`src/rtl/mem_access_unit.sv`:
```
// mem_access_unit: load/store front end for a byte-enabled BRAM port.
// Define MEM_ACCESS_MISALIGN_EXC_EN to raise o_exc on misaligned accesses.
module mem_access_unit #(
    parameter int NB_DATA     = 32,
    parameter int RAM_DEPTH   = 2048,
    parameter int MEM_LATENCY = 2,
    localparam int AW         = $clog2(RAM_DEPTH - 1)
) (
    input  logic               i_clock,
    input  logic               i_reset,
    input  logic               i_valid,
    output logic               o_ready,
    input  logic               i_we,
    input  logic [2:0]         i_op,
    input  logic [31:0]        i_addr,
    input  logic [NB_DATA-1:0] i_wdata,
    output logic [NB_DATA-1:0] o_rdata,
    output logic               o_rvalid,
    output logic               o_done,
    output logic               o_exc,
    output logic [31:0]        o_badaddr,
    output logic [AW-1:0]      o_mem_addr,
    output logic [NB_DATA-1:0] o_mem_wdata,
    output logic [3:0]         o_mem_we,
    output logic               o_mem_en,
    output logic               o_mem_rea,
    input  logic [NB_DATA-1:0] i_mem_rdata
);

`ifdef MEM_ACCESS_MISALIGN_EXC_EN
    localparam bit EXC_EN = 1'b1;
`else
    localparam bit EXC_EN = 1'b0;
`endif

    localparam logic [2:0] CNT_INIT = 3'(MEM_LATENCY - 1);

    typedef enum logic [2:0] {
        S_IDLE,
        S_ISSUE,
        S_WAIT,
        S_CAPT,
        S_DONE
    } state_t;

    state_t state, next;

    logic               r_we, r_b, r_h, r_uns, r_exc;
    logic [31:0]        r_addr;
    logic [NB_DATA-1:0] r_wdata;
    logic [2:0]         cnt;

    logic               in_b, in_h, in_mis;
    logic [31:0]        in_addr;
    logic [3:0]         st_we;
    logic [NB_DATA-1:0] st_wdata;
    logic [7:0]         ld_byte;
    logic [15:0]        ld_half;
    logic [NB_DATA-1:0] ld_data;

    // Undefined size encodings fall through to word.
    assign in_b   = (i_op[1:0] == 2'b00);
    assign in_h   = (i_op[1:0] == 2'b01);
    assign in_mis = in_h ? i_addr[0] : (!in_b && (i_addr[1:0] != 2'b00));

    // Without exceptions, misaligned low bits are simply dropped.
    always_comb begin
        in_addr = i_addr;
        if (!EXC_EN && in_h) begin
            in_addr[0] = 1'b0;
        end else if (!EXC_EN && !in_b) begin
            in_addr[1:0] = 2'b00;
        end
    end

    always_comb begin
        st_we    = 4'b1111;
        st_wdata = r_wdata;
        if (r_b) begin
            st_we    = 4'b0001 << r_addr[1:0];
            st_wdata = {4{r_wdata[7:0]}};
        end else if (r_h) begin
            st_we    = 4'b0011 << r_addr[1:0];
            st_wdata = {2{r_wdata[15:0]}};
        end
    end

    always_comb begin
        ld_byte = i_mem_rdata[{r_addr[1:0], 3'b000} +: 8];
        ld_half = r_addr[1] ? i_mem_rdata[31:16] : i_mem_rdata[15:0];
        ld_data = i_mem_rdata;
        if (r_b) begin
            ld_data = {{24{ld_byte[7] & ~r_uns}}, ld_byte};
        end else if (r_h) begin
            ld_data = {{16{ld_half[15] & ~r_uns}}, ld_half};
        end
    end

    always_ff @(posedge i_clock or negedge i_reset) begin
        if (!i_reset) begin
            state   <= S_IDLE;
            r_we    <= 1'b0;
            r_b     <= 1'b0;
            r_h     <= 1'b0;
            r_uns   <= 1'b0;
            r_exc   <= 1'b0;
            r_addr  <= '0;
            r_wdata <= '0;
            cnt     <= '0;
            o_rdata <= '0;
        end else begin
            state <= next;
            if (state == S_IDLE && i_valid) begin
                r_we    <= i_we;
                r_b     <= in_b;
                r_h     <= in_h;
                r_uns   <= i_op[2];
                r_exc   <= EXC_EN && in_mis;
                r_addr  <= in_addr;
                r_wdata <= i_wdata;
            end
            if (state == S_ISSUE) begin
                cnt <= CNT_INIT;
            end else if (state == S_WAIT) begin
                cnt <= cnt - 3'd1;
            end
            if (state == S_CAPT) begin
                o_rdata <= ld_data;
            end
        end
    end

    always_comb begin
        next        = state;
        o_ready     = 1'b0;
        o_mem_en    = 1'b0;
        o_mem_rea   = 1'b0;
        o_mem_we    = '0;
        o_mem_wdata = '0;
        o_rvalid    = 1'b0;
        o_done      = 1'b0;
        o_exc       = 1'b0;
        unique case (state)
            S_IDLE: begin
                o_ready = 1'b1;
                if (i_valid) begin
                    next = (EXC_EN && in_mis) ? S_DONE : S_ISSUE;
                end
            end
            S_ISSUE: begin
                o_mem_en = 1'b1;
                if (r_we) begin
                    o_mem_we    = st_we;
                    o_mem_wdata = st_wdata;
                    next        = S_DONE;
                end else begin
                    next = (MEM_LATENCY == 1) ? S_CAPT : S_WAIT;
                end
            end
            S_WAIT: begin
                o_mem_en  = 1'b1;
                o_mem_rea = 1'b1;
                if (cnt == 3'd1) begin
                    next = S_CAPT;
                end
            end
            S_CAPT: begin
                next = S_DONE;
            end
            S_DONE: begin
                o_rvalid = ~r_we & ~r_exc;
                o_done   = r_we & ~r_exc;
                o_exc    = r_exc;
                next     = S_IDLE;
            end
            default: begin
                next = S_IDLE;
            end
        endcase
    end

    assign o_mem_addr = r_addr[AW+1:2];
    assign o_badaddr  = o_exc ? r_addr : 32'h0;

endmodule

```
`config.mk`:
```
export PLATFORM = sky130hd
export DESIGN_NAME = mem_access_unit
export DESIGN_NICKNAME = d
export VERILOG_FILES = /design/src/rtl/mem_access_unit.sv
export SDC_FILE = /design/constraint.sdc
export NUM_CORES = 1
export LEC_CHECK = 0
export CORE_MARGIN = 4
export CORE_UTILIZATION = 47
export DETAILED_ROUTE_END_ITERATION = 10
export PLACE_DENSITY_LB_ADDON = 0.25
export SYNTH_ARGS = -nofsm -noshare
export SYNTH_HDL_FRONTEND = slang
export SYNTH_SLANG_ARGS = --single-unit
```
`constraint.sdc`:
```
create_clock -name i_clock -period 5.54 [get_ports i_clock]
set_input_delay 1.108 -clock i_clock [delete_from_list [all_inputs] [get_ports i_clock]]
set_output_delay 1.108 -clock i_clock [all_outputs]
set_load 0.01 [all_outputs]
```
==> Yosys cells after proc, flatten, opt, wreduce, memory -nomap -nowiden <==
Index checks and enable logic that the tools add are counted.
{ "op_classes": {"n_addsub": 1, "eq_ne": 8, "shifts": 3, "n_mux": 25, "bitwise": 4, "reduce_logical": 6} }
{ "op_table": {"columns": ["operator", "n"], "rows": [
  ["32-bit two-way mux", 6],
  ["32-bit by 6-bit indexed part select with 8-bit output", 1],
  ["16-bit two-way mux", 1],
  ["4-bit two-way mux", 4],
  ["3-bit two-way mux", 5],
  ["3-bit case mux with 4 select lines", 1],
  ["1-bit two-way mux", 7],
  ["3-bit by 1-bit == test with 1-bit output, second input constant", 2],
  ["3-bit by 2-bit == test with 1-bit output, second input constant", 2],
  ["1-bit by 2-bit << shifter with 4-bit output, first input constant", 1],
  ["2-bit by 2-bit << shifter with 4-bit output, first input constant", 1],
  ["3-bit == test, second input constant", 1],
  ["3-bit logical NOT", 1],
  ["3-bit by 1-bit subtractor with 3-bit output, second input constant", 1],
  ["1-bit AND", 2],
  ["2-bit by 1-bit == test with 1-bit output, second input constant", 1],
  ["2-bit logical NOT", 1],
  ["2-bit two-way mux", 1],
  ["2-bit by 1-bit != test with 1-bit output, second input constant", 1],
  ["2-bit != test, second input constant", 1],
  ["1-bit NOT", 2],
  ["2-bit AND reduction", 1],
  ["2-bit nonzero test", 1],
  ["2-bit OR reduction", 1],
  ["1-bit logical AND", 1]
]} }
{ "word_totals": {"reg_bits": 87, "inputBits": 103, "output_inout_bits": 117, "word_cells": 56} }

==> Logic depth before layout (Yosys ltp) <==
Gate-level depths: netlist of run 1.
{ "depth": {"depth_word": 5, "depth_mapped": 6, "depth_no_buf": 5} }

==> Worst setup path after synthesis of run 1 <==
No wires, ideal clock.
{ "synth_path": {"kind": "reg-to-output", "start": "register r_addr[1]", "end": "output o_mem_we[2]", "arrival_time_ns": 1.670, "t_required_ns": 4.432, "path_slack_ns": 2.762, "path_stages_with_launch": 7, "path_buffers": 2, "path_cell_list": "dfrtp_1 buf_2 clkbuf_1 inv_1 ha_1 inv_1 a221oi_1"} }
{ "synth_via": {"elab_chain_len": 5, "elab_cells_between_ends": 6, "classes_between": "shift (2); mux (4)"} }
{ "synth_lines": {"columns": ["item", "line", "source"], "rows": [
  ["start: declaration", "49", "logic [31:0] r_addr;"],
  ["start signal: assignment", "119", "r_addr <= in_addr;"],
  ["2-bit by 2-bit << shifter with 4-bit output", "83", "st_we = 4'b0011 << r_addr[1:0];"],
  ["4-bit two-way mux", "82", "end else if (r_h) begin"],
  ["4-bit two-way mux (*)", "79", "if (r_b) begin"],
  ["4-bit two-way mux (*)", "152", "if (r_we) begin"],
  ["4-bit two-way mux (*)", "143", "unique case (state)"],
  ["end: declaration", "24", "output logic [3:0] o_mem_we,"]
]} }
Mark *: on every way between the ends. The rest lies on a longest branch, timed or not.

==> Worst setup path in the final report of run 1 <==
{ "layout_path": {"start": "register state[0]", "end": "output o_mem_we[2]"} }
{ "layout_via": {"elab_chain_len": 2} }
{ "layout_lines": {"columns": ["item", "line", "source"], "rows": [
  ["start: declaration", "46", "state_t state, next;"],
  ["start signal: assignment", "112", "state <= next;"],
  ["3-bit by 1-bit == test with 1-bit output", "143", null],
  ["4-bit two-way mux", "143", null]
]} }
No other way between the ends.

==> out/qor.csv, run 1 <==
stage,metric,value,unit
grt,met2 Use GR,36.47,%
route,routed wire length,14.75,mm
floorplan,num rows,38,
yosys,Yosys reg bits,87,
min_path,Hold WC Path Type,reg2reg,
floorplan,Core Region,10890,µm²
route,Routed Antenna Nets,0,
clocking,worst skew pair latency,0.35,ns
floorplan,chip width,113.5,µm
clocking,CTS buffer count,9,
setup_path,Max stage delay on crit path,0.86,ns
setup_path,critical-path cell list,nand3_1 > a221oi_1 > clkdlybuf4s50_1,
clocking,CTS tree,built,
clocking,# resized after CTS,0,
route,Vias per Instance,5.436,
clocking,# hold bufs at CTS,0,
finish,fin nets,822,
setup_path,Setup Crit Path Kind,reg2out,
grt,GR Overflow Total,0,
sta,Final Slew Violations,0,
clocking,CTS H-tree lvls,3,
grt,largest net degree at the start of global routing,55,
sta,setup_tns,0,ns
placement,dpl cells,842,
placement,Placed Area,6618,µm²
sta,Final Setup Violations,0,
yosys,Synth area leaders,"dfrtp_1 (42%), nand2_1 (13%), buf_4 (6.3%)",
sta,Tcrit/Tclk final,75.50,%
sta,Max-slew headroom,27.10,%
run_status,status,"complete, no violations",
yosys,"Distinct cells, synth",48,
sta,FMAX,0.2391,GHz
yosys,Cells after Synth,587,
pwr,power per cell area,507.8,nW/µm²
job,MaxCap Viol Count,0,
placement,GP Congestion,0.8521,
yosys,Ys Warns,0,
setup_path,critical path's slowest cell,nand3_1,
floorplan,full die area,12890,µm²
finish,non-filler cells in the finished layout,858,
placement,placed wire-length estimate,10.47,mm
yosys,cell area after synthesis,5234,µm²
route,Iteration-0 DRC Markers,344,
finish,"commonest non-fill, non-tap cell in the layout",nand2_1,
sta,RSZ-0062 raised after global routing,false,
clocking,setup bufs post-CTS,0,
route,detailed-route via count,4664,
grt,grt peak-use layer,met2,
sta,Worst-Margin Slew,1.093,ns
setup_path,WP data required,4.43,ns
route,Pre-antenna DRT Iters,5,
setup_path,CP endpoint kind,output port,
pwr,P_leak,3.048,nW
yosys,Async SR Flop Fraction,100.0,%
grt,total track usage,22.70,%
pwr,worst vdd ir,0.2479,mV
grt,antenna violations before repair,0,
placement,"worst slack, placed",1.711,ns
floorplan,die height,113.5,µm
finish,final instance area,6825,µm²
yosys,Synth area leader,dfrtp_1,
yosys,number of synthesized flops with an enable pin,0,
finish,synthesis-to-finish area growth,30.41,%
clocking,Clock Tree Buf Depth,2,
floorplan,Initial Util,48.07,%
grt,met3 Usage GRT,5.995,%
setup_path,Arrival @ worst endpoint,3.07,ns
grt,vias in the first global route,4795,
finish,diode count,0,
grt,grt met1 use,30.15,%
yosys,average size of a mapped cell,8.916,µm²
route,DR DRC count,0,
clocking,CTS root buf,clkbuf_8,
sta,fin crit period,4.183,ns
route,WL/cell,17.19,µm
floorplan,Top Ports,220,
yosys,post-synthesis sequential area ratio,41.60,%
clocking,Worst-path clk slew,0.09,ns
setup_path,crit path launch type,flip-flop,
yosys,main flop type after synthesis,dfrtp_1,
clocking,Sink Count,87,
yosys,post-synth top area share,41.60,%
finish,most frequent cells in the layout,"nand2_1 (181), clkdlybuf4s50_1 (166), dfrtp_1 (87)",
sta,setup ws final,1.357,ns
placement,IO buf count,167,
setup_path,CP Max Fanout,28,
finish,layout cell share with drive strength beyond 1,6.964,%
sta,clk_skew,0.009988,ns
sta,final-report hold violation count,0,
grt,global-route wire length before repair,23.82,mm
[synthesized netlist by cell type, types with 2 or more instances]
| cell type | instances |
|---|---|
| ha_1 | 6 |
| and3_1 | 2 |
| mux2_2 | 4 |
| o22ai_1 | 2 |
| a221oi_1 | 17 |
| nor2_1 | 40 |
| a31oi_1 | 2 |
| dfrtp_1 | 87 |
| nand3b_1 | 3 |
| and2_1 | 9 |
| buf_8 | 4 |
| o211ai_1 | 15 |
| nand2_1 | 181 |
| nand3_1 | 10 |
| inv_1 | 9 |
| mux2i_1 | 23 |
| buf_4 | 44 |
| buf_6 | 6 |
| clkbuf_1 | 9 |
| buf_2 | 26 |
| a211oi_1 | 26 |
| mux4_2 | 8 |
| a211oi_2 | 9 |
| o21ai_0 | 5 |
| a21oi_1 | 17 |
[worst paths after layout]
kind | from | endpoint | slack [ns] | cells after the start
max | state[0] | o_mem_we[2] | 1.36 | 3
min | r_wdata[20] | r_wdata[20] | 0.48 | 2
max reg2reg | state[1] | o_rdata[2] | 2.82 | 3
min reg2reg | r_wdata[20] | r_wdata[20] | 0.48 | 2
max in group asynchronous | i_reset | o_rdata[11] | 3.76 | 2
min in group asynchronous | i_reset | r_addr[7] | 0.70 | 1
[state kept, by name, summed over array words and instances (netlist names)]
signal / flops
r_addr: 13
o_rdata: 32
state: 3
r_h: 1
cnt: 3
r_wdata: 32
r_we: 1
r_uns: 1
r_b: 1
[final cells by class]
| class | count | area, µm² |
|---|---|---|
| repair buffers | 173 | 1714 |
| flip-flops and latches | 87 | 2177 |
| clock buffers | 11 | 151.4 |
| inverters | 10 | 37.54 |
| multi-input cells | 432 | 2514 |
| well taps | 140 | 175.2 |
| clock inverters | 5 | 56.30 |
| fillers | 952 | 4063 |
[kinds of logic (layout without fill, tap and decap cells)]
group                      Yosys count  count (layout)  synth area share (%)
muxes                               36              36                 8.989
AOI/OAI and AO/OA                   98              98                 14.39
xor gates and xnor gates             1               1                0.1674
and+or+nand+nor                    258             258                 20.68
other                                1              33               0.07165
adders and majority gates            6               6                 1.434
buffers and inverters              100             199                 12.67
DFF                                 87              87                 41.60
[report_power, final]
group	total [mW]	switching, mW	internal [mW]
combinational	1.75	0.919	0.834
sequential	1.25	0.308	0.944
clock	0.462	0.229	0.232
[layer usage]
| layer | routed length, µm | up-vias | share of wire (%) |
|---|---|---|---|
| met5 | 0 | - | 0 |
| met4 | 215 | 0 | 1.5 |
| met3 | 1430 | 19 | 9.7 |
| met2 | 7005 | 229 | 47 |
| met1 | 6098 | 2237 | 41 |
| li1 | - | 2179 | - |
[critical path, delay by kind of cell, from the launching register on]
kind / cells / cell delay [ns]
simple gates: 1 / 0.86
flops: 1 / 0.65
buf+inv: 1 / 0.65
compound gates: 1 / 0.55
[stage by stage]
stage	util, %	power [mW]	hold WS, ns
finish	62.69	3.466	0.4821
global route	62.69	3.738	0.4843
CTS	62.69	3.493	0.4755
detailed placement	60.78	3.020	0.4625
global placement	60.78	2.947	0.4573
floorplan	-	2.395	0.4405
No activity file was read; power rests on OpenSTA's default activity.
==> run 2: changes to the inputs <==
- CORE_UTILIZATION: 47 -> 39
- clock period: 5.54 -> 3.4 ns (I/O delays scaled with it)
==> out/qor.csv, run 2 (synthesis gave the netlist of run 1 again) <==
stage,metric,value,unit
run_status,status,"complete, no violations",
sta,clk_skew,0.009239,ns
clocking,CTS root buf,clkbuf_16,
setup_path,Reg2Reg Depth,3,
finish,"commonest non-fill, non-tap cell in the layout",nand2_1,
placement,GP Congestion,0.8669,
grt,grt peak-use layer,met2,
sta,Max-slew headroom,13.86,%
finish,layout cell share with drive strength beyond 1,7.840,%
route,Pre-antenna DRT Iters,5,
finish,fin nets,831,
grt,antenna violations before repair,0,
finish,synthesis-to-finish area growth,34.16,%
sta,Tcrit/Tclk final,93.25,%
route,Iteration-0 DRC Markers,411,
sta,Final Slew Violations,0,
floorplan,die height,123.8,µm
floorplan,chip width,123.8,µm
setup_path,CP Max Fanout,19,
pwr,P_leak,3.134,nW
setup_path,crit path launch type,flip-flop,
route,Vias per Instance,5.243,
setup_path,r2r setup slk,0.83,ns
job,MaxCap Viol Count,0,
grt,grt met1 use,26.25,%
grt,global-route wire length before repair,23.76,mm
grt,total track usage,20.01,%
placement,IO buf count,167,
floorplan,full die area,15340,µm²
setup_path,Arrival @ worst endpoint,2.49,ns
clocking,setup bufs post-CTS,0,
placement,placed wire-length estimate,11.09,mm
floorplan,num rows,42,
setup_path,Setup Crit Path Kind,reg2out,
grt,met2 Use GR,29.33,%
sta,Worst-Margin Slew,1.288,ns
clocking,Clock Tree Buf Depth,2,
setup_path,CP endpoint kind,output port,
route,Routed Antenna Nets,0,
clocking,CTS tree,built,
clocking,Worst-path clk slew,0.07,ns
sta,Final Setup Violations,0,
clocking,Sink Count,87,
clocking,worst skew pair latency,0.34,ns
sta,final-report hold violation count,0,
floorplan,Initial Util,39.68,%
clocking,CTS H-tree lvls,3,
finish,most frequent cells in the layout,"nand2_1 (181), clkdlybuf4s50_1 (166), dfrtp_1 (87)",
route,DR DRC count,0,
grt,GR Overflow Total,0,
sta,fin crit period,3.171,ns
clocking,# resized after CTS,0,
setup_path,WP data required,2.72,ns
clocking,# hold bufs at CTS,0,
placement,dpl cells,887,
pwr,worst vdd ir,0.3327,mV
route,routed wire length,15.66,mm
finish,diode count,0,
finish,Top Registers,"o_rdata (32), r_wdata (32), r_addr (13)",
floorplan,Top Ports,220,
finish,non-filler cells in the finished layout,903,
sta,RSZ-0062 raised after global routing,false,
grt,met3 Usage GRT,6.540,%
finish,Finished Core Util,53.23,%
clocking,CTS buffer count,9,
grt,vias in the first global route,4538,
min_path,Hold WC Path Type,in2async,
route,detailed-route via count,4734,
floorplan,Core Region,13190,µm²
pwr,power per cell area,848.4,nW/µm²
route,WL/cell,17.34,µm
sta,setup_tns,0,ns
sta,FMAX,0.3154,GHz
grt,largest net degree at the start of global routing,54,
## run 2: worst paths after layout
| path | from | endpoint |
|---|---|---|
| max in group asynchronous | i_reset | state[0] |
| worst min register to register | r_wdata[20] | r_wdata[20] |
| worst min-delay path | i_reset | o_rdata[27] |
| worst max register to register | state[0] | o_rdata[21] |
| worst max-delay path | r_b | o_mem_wdata[25] |
| min in group i_clock | r_wdata[20] | r_wdata[20] |
## run 2: cell type report
type	instances	area (µm²)
Clock buffer	12	246.5
Multi-Input combinational cell	432	2514
Tap cell	176	220.2
Timing Repair Buffer	182	1782
Fill cell	1201	6168
Inverter	10	37.54
Clock inverter	4	45.04
Sequential cell	87	2177
## run 2: critical path, cell delays in order (launching register included)
cell and delay (ns):
dfrtp_1 0.77, or2_2 0.45, nor2_1 0.07, a211oi_1 0.26, clkdlybuf4s50_1 0.59
## run 2: report_power, final
part	switching (mW)	internal [mW]	leakage (nW)
Combinational	1.63	1.40	1.92
Sequential	0.404	1.54	1.07
Clock	0.399	0.586	0.146
## run 2: metal layers
layer,part of all wire (%),vias to the layer above
li1,-,2200
met1,41,2236
met2,44,256
met3,11,42
met4,3.8,0
met5,0,-
## run 2: metrics by stage
step                      hold slack [ns]  setup slack (ns)  instance area (µm²)  power (mW)
after floorplan                    0.3844             1.050                 5354       3.903
after global placement             0.4536            0.6297                 6730       4.897
after detailed placement           0.4623            0.6007                 6730       4.994
after CTS                          0.2998            0.2244                 7022       6.003
after global routing               0.3189           0.01461                 7022       6.410
final                              0.2879            0.2294                 7022       5.957
==> run 3: changes to the inputs <==
- CORE_MARGIN: 4 -> 5
==> out/qor.csv, run 3 (synthesis gave the netlist of run 1 again) <==
stage,metric,value,unit
finish,layout cell share with drive strength beyond 1,7.597,%
clocking,Sink Count,87,
route,DR DRC count,0,
floorplan,Core Region,13190,µm²
finish,Top Registers,"o_rdata (32), r_wdata (32), r_addr (13)",
setup_path,WP data required,2.72,ns
route,routed wire length,15.62,mm
clocking,setup bufs post-CTS,0,
route,Pre-antenna DRT Iters,5,
clocking,worst skew pair latency,0.34,ns
floorplan,Top Ports,220,
setup_path,CP endpoint kind,output port,
run_status,status,"complete, no violations",
floorplan,chip width,125.8,µm
grt,global-route wire length before repair,24.63,mm
grt,largest net degree at the start of global routing,88,
finish,"commonest non-fill, non-tap cell in the layout",nand2_1,
route,detailed-route via count,4619,
finish,fin nets,830,
setup_path,FF-to-FF Start,state[0],
pwr,power per cell area,853.3,nW/µm²
setup_path,r2r setup slk,0.93,ns
grt,total track usage,19.23,%
job,MaxCap Viol Count,0,
route,Routed Antenna Nets,0,
sta,clk_skew,0.004886,ns
clocking,# resized after CTS,0,
sta,final-report hold violation count,0,
sta,Tcrit/Tclk final,90.17,%
setup_path,Arrival @ worst endpoint,2.39,ns
grt,GR Overflow Total,0,
placement,placed wire-length estimate,11.20,mm
placement,GP Congestion,0.8834,
finish,Multi-input gate area,2514,µm²
sta,setup_tns,0,ns
finish,Fill cells,1199,
sta,FMAX,0.3262,GHz
finish,Finished Core Util,53.25,%
setup_path,Setup Crit Path Kind,reg2out,
finish,diode count,0,
sta,Max-slew headroom,15.26,%
setup_path,CP Max Fanout,18,
clocking,# hold bufs at CTS,0,
clocking,CTS H-tree lvls,3,
clocking,Worst-path clk slew,0.06,ns
finish,most frequent cells in the layout,"nand2_1 (181), clkdlybuf4s50_1 (166), dfrtp_1 (87)",
min_path,hold path cells,1,
sta,Worst-Margin Slew,1.267,ns
clocking,Clock Tree Buf Depth,2,
route,WL/cell,17.35,µm
clocking,CTS buffer count,9,
clocking,CTS tree,built,
sta,fin crit period,3.066,ns
route,Vias per Instance,5.132,
setup_path,reg-to-reg critical path endpoint,o_rdata[19],
setup_path,crit path launch type,flip-flop,
pwr,P_leak,3.127,nW
min_path,min-delay src,r_uns,
min_path,Hold WC Path Type,reg2reg,
floorplan,full die area,15840,µm²
floorplan,Initial Util,39.68,%
clocking,CTS root buf,clkbuf_16,
grt,vias in the first global route,4603,
setup_path,Reg2Reg Depth,3,
floorplan,num rows,42,
grt,antenna violations before repair,0,
floorplan,die height,125.8,µm
pwr,worst vdd ir,0.2773,mV
route,Iteration-0 DRC Markers,403,
sta,Final Setup Violations,0,
finish,FF+latch area,2177,µm²
finish,synthesis-to-finish area growth,34.21,%
sta,RSZ-0062 raised after global routing,false,
sta,Final Slew Violations,0,
setup_path,Critical Path Source,r_b,
min_path,Hold Path End,o_rdata[26],
placement,IO buf count,167,
==> run 3: cell types whose count changed in the layout (fill, tap and decap cells not counted), sizes merged <==
cell / previous run / this run
bufinv: 1 / 2
buf: 16 / 15
clkbuf: 12 / 10
clkinv: 4 / 2
clkinvlp: 0 / 1
==> run 3: critical path, stage by stage, from the launching register on <==
cell             delay, ns
dfrtp_1               0.68
or2_2                 0.44
nor2_1                0.08
a211oi_1              0.23
clkdlybuf4s50_1       0.60
==> run 3: routing by layer <==
metal	vias to the layer above	share of wire (%)	global-route usage [%]
li1	2189	-	-
met1	2207	43	24.93
met2	196	45	29.74
met3	27	9.7	6.351
met4	0	2.9	7.886
met5	-	0	0
==> run 3: where the power goes <==
part	leakage, nW	switching [mW]	total [mW]	internal, mW
Clock	0.144	0.401	1.04	0.634
Combinational	1.92	1.61	3.02	1.40
Sequential	1.07	0.399	1.94	1.54
Total	3.13	2.41	5.99	3.58
==> run 3: cell type report <==
type                       count  share of cell area [%]
multi-input combinational    432                   35.79
sequential                    87                   30.99
timing repair buffer         181                   25.26
clock buffer                  10                   3.260
tap                          176                   3.135
clock inverter                 4                   1.033
inverter                      10                  0.5344
==> run 3: stage by stage <==
stage               setup slack (ns)  hold WS (ns)  instance area, µm²  instances  total power, mW
floorplan                      1.050        0.3844                5354        619            3.903
global placement              0.6920        0.4558                6723        886            4.904
detailed placement            0.7003        0.4621                6723        886            4.993
CTS                           0.3311        0.4740                7024        900            6.049
global route                  0.1325        0.4988                7024        900            6.431
finish                        0.3341        0.4682                7024        900            5.994
==> run 3: worst max-delay path by stage <==
stage	end	slack, ns
floorplan	o_mem_we[2]	1.05
global placement	o_mem_wdata[27]	0.69
detailed placement	o_mem_wdata[28]	0.70
CTS	o_mem_wdata[31]	0.33
global route	o_mem_wdata[25]	0.13
finish	o_mem_wdata[31]	0.33
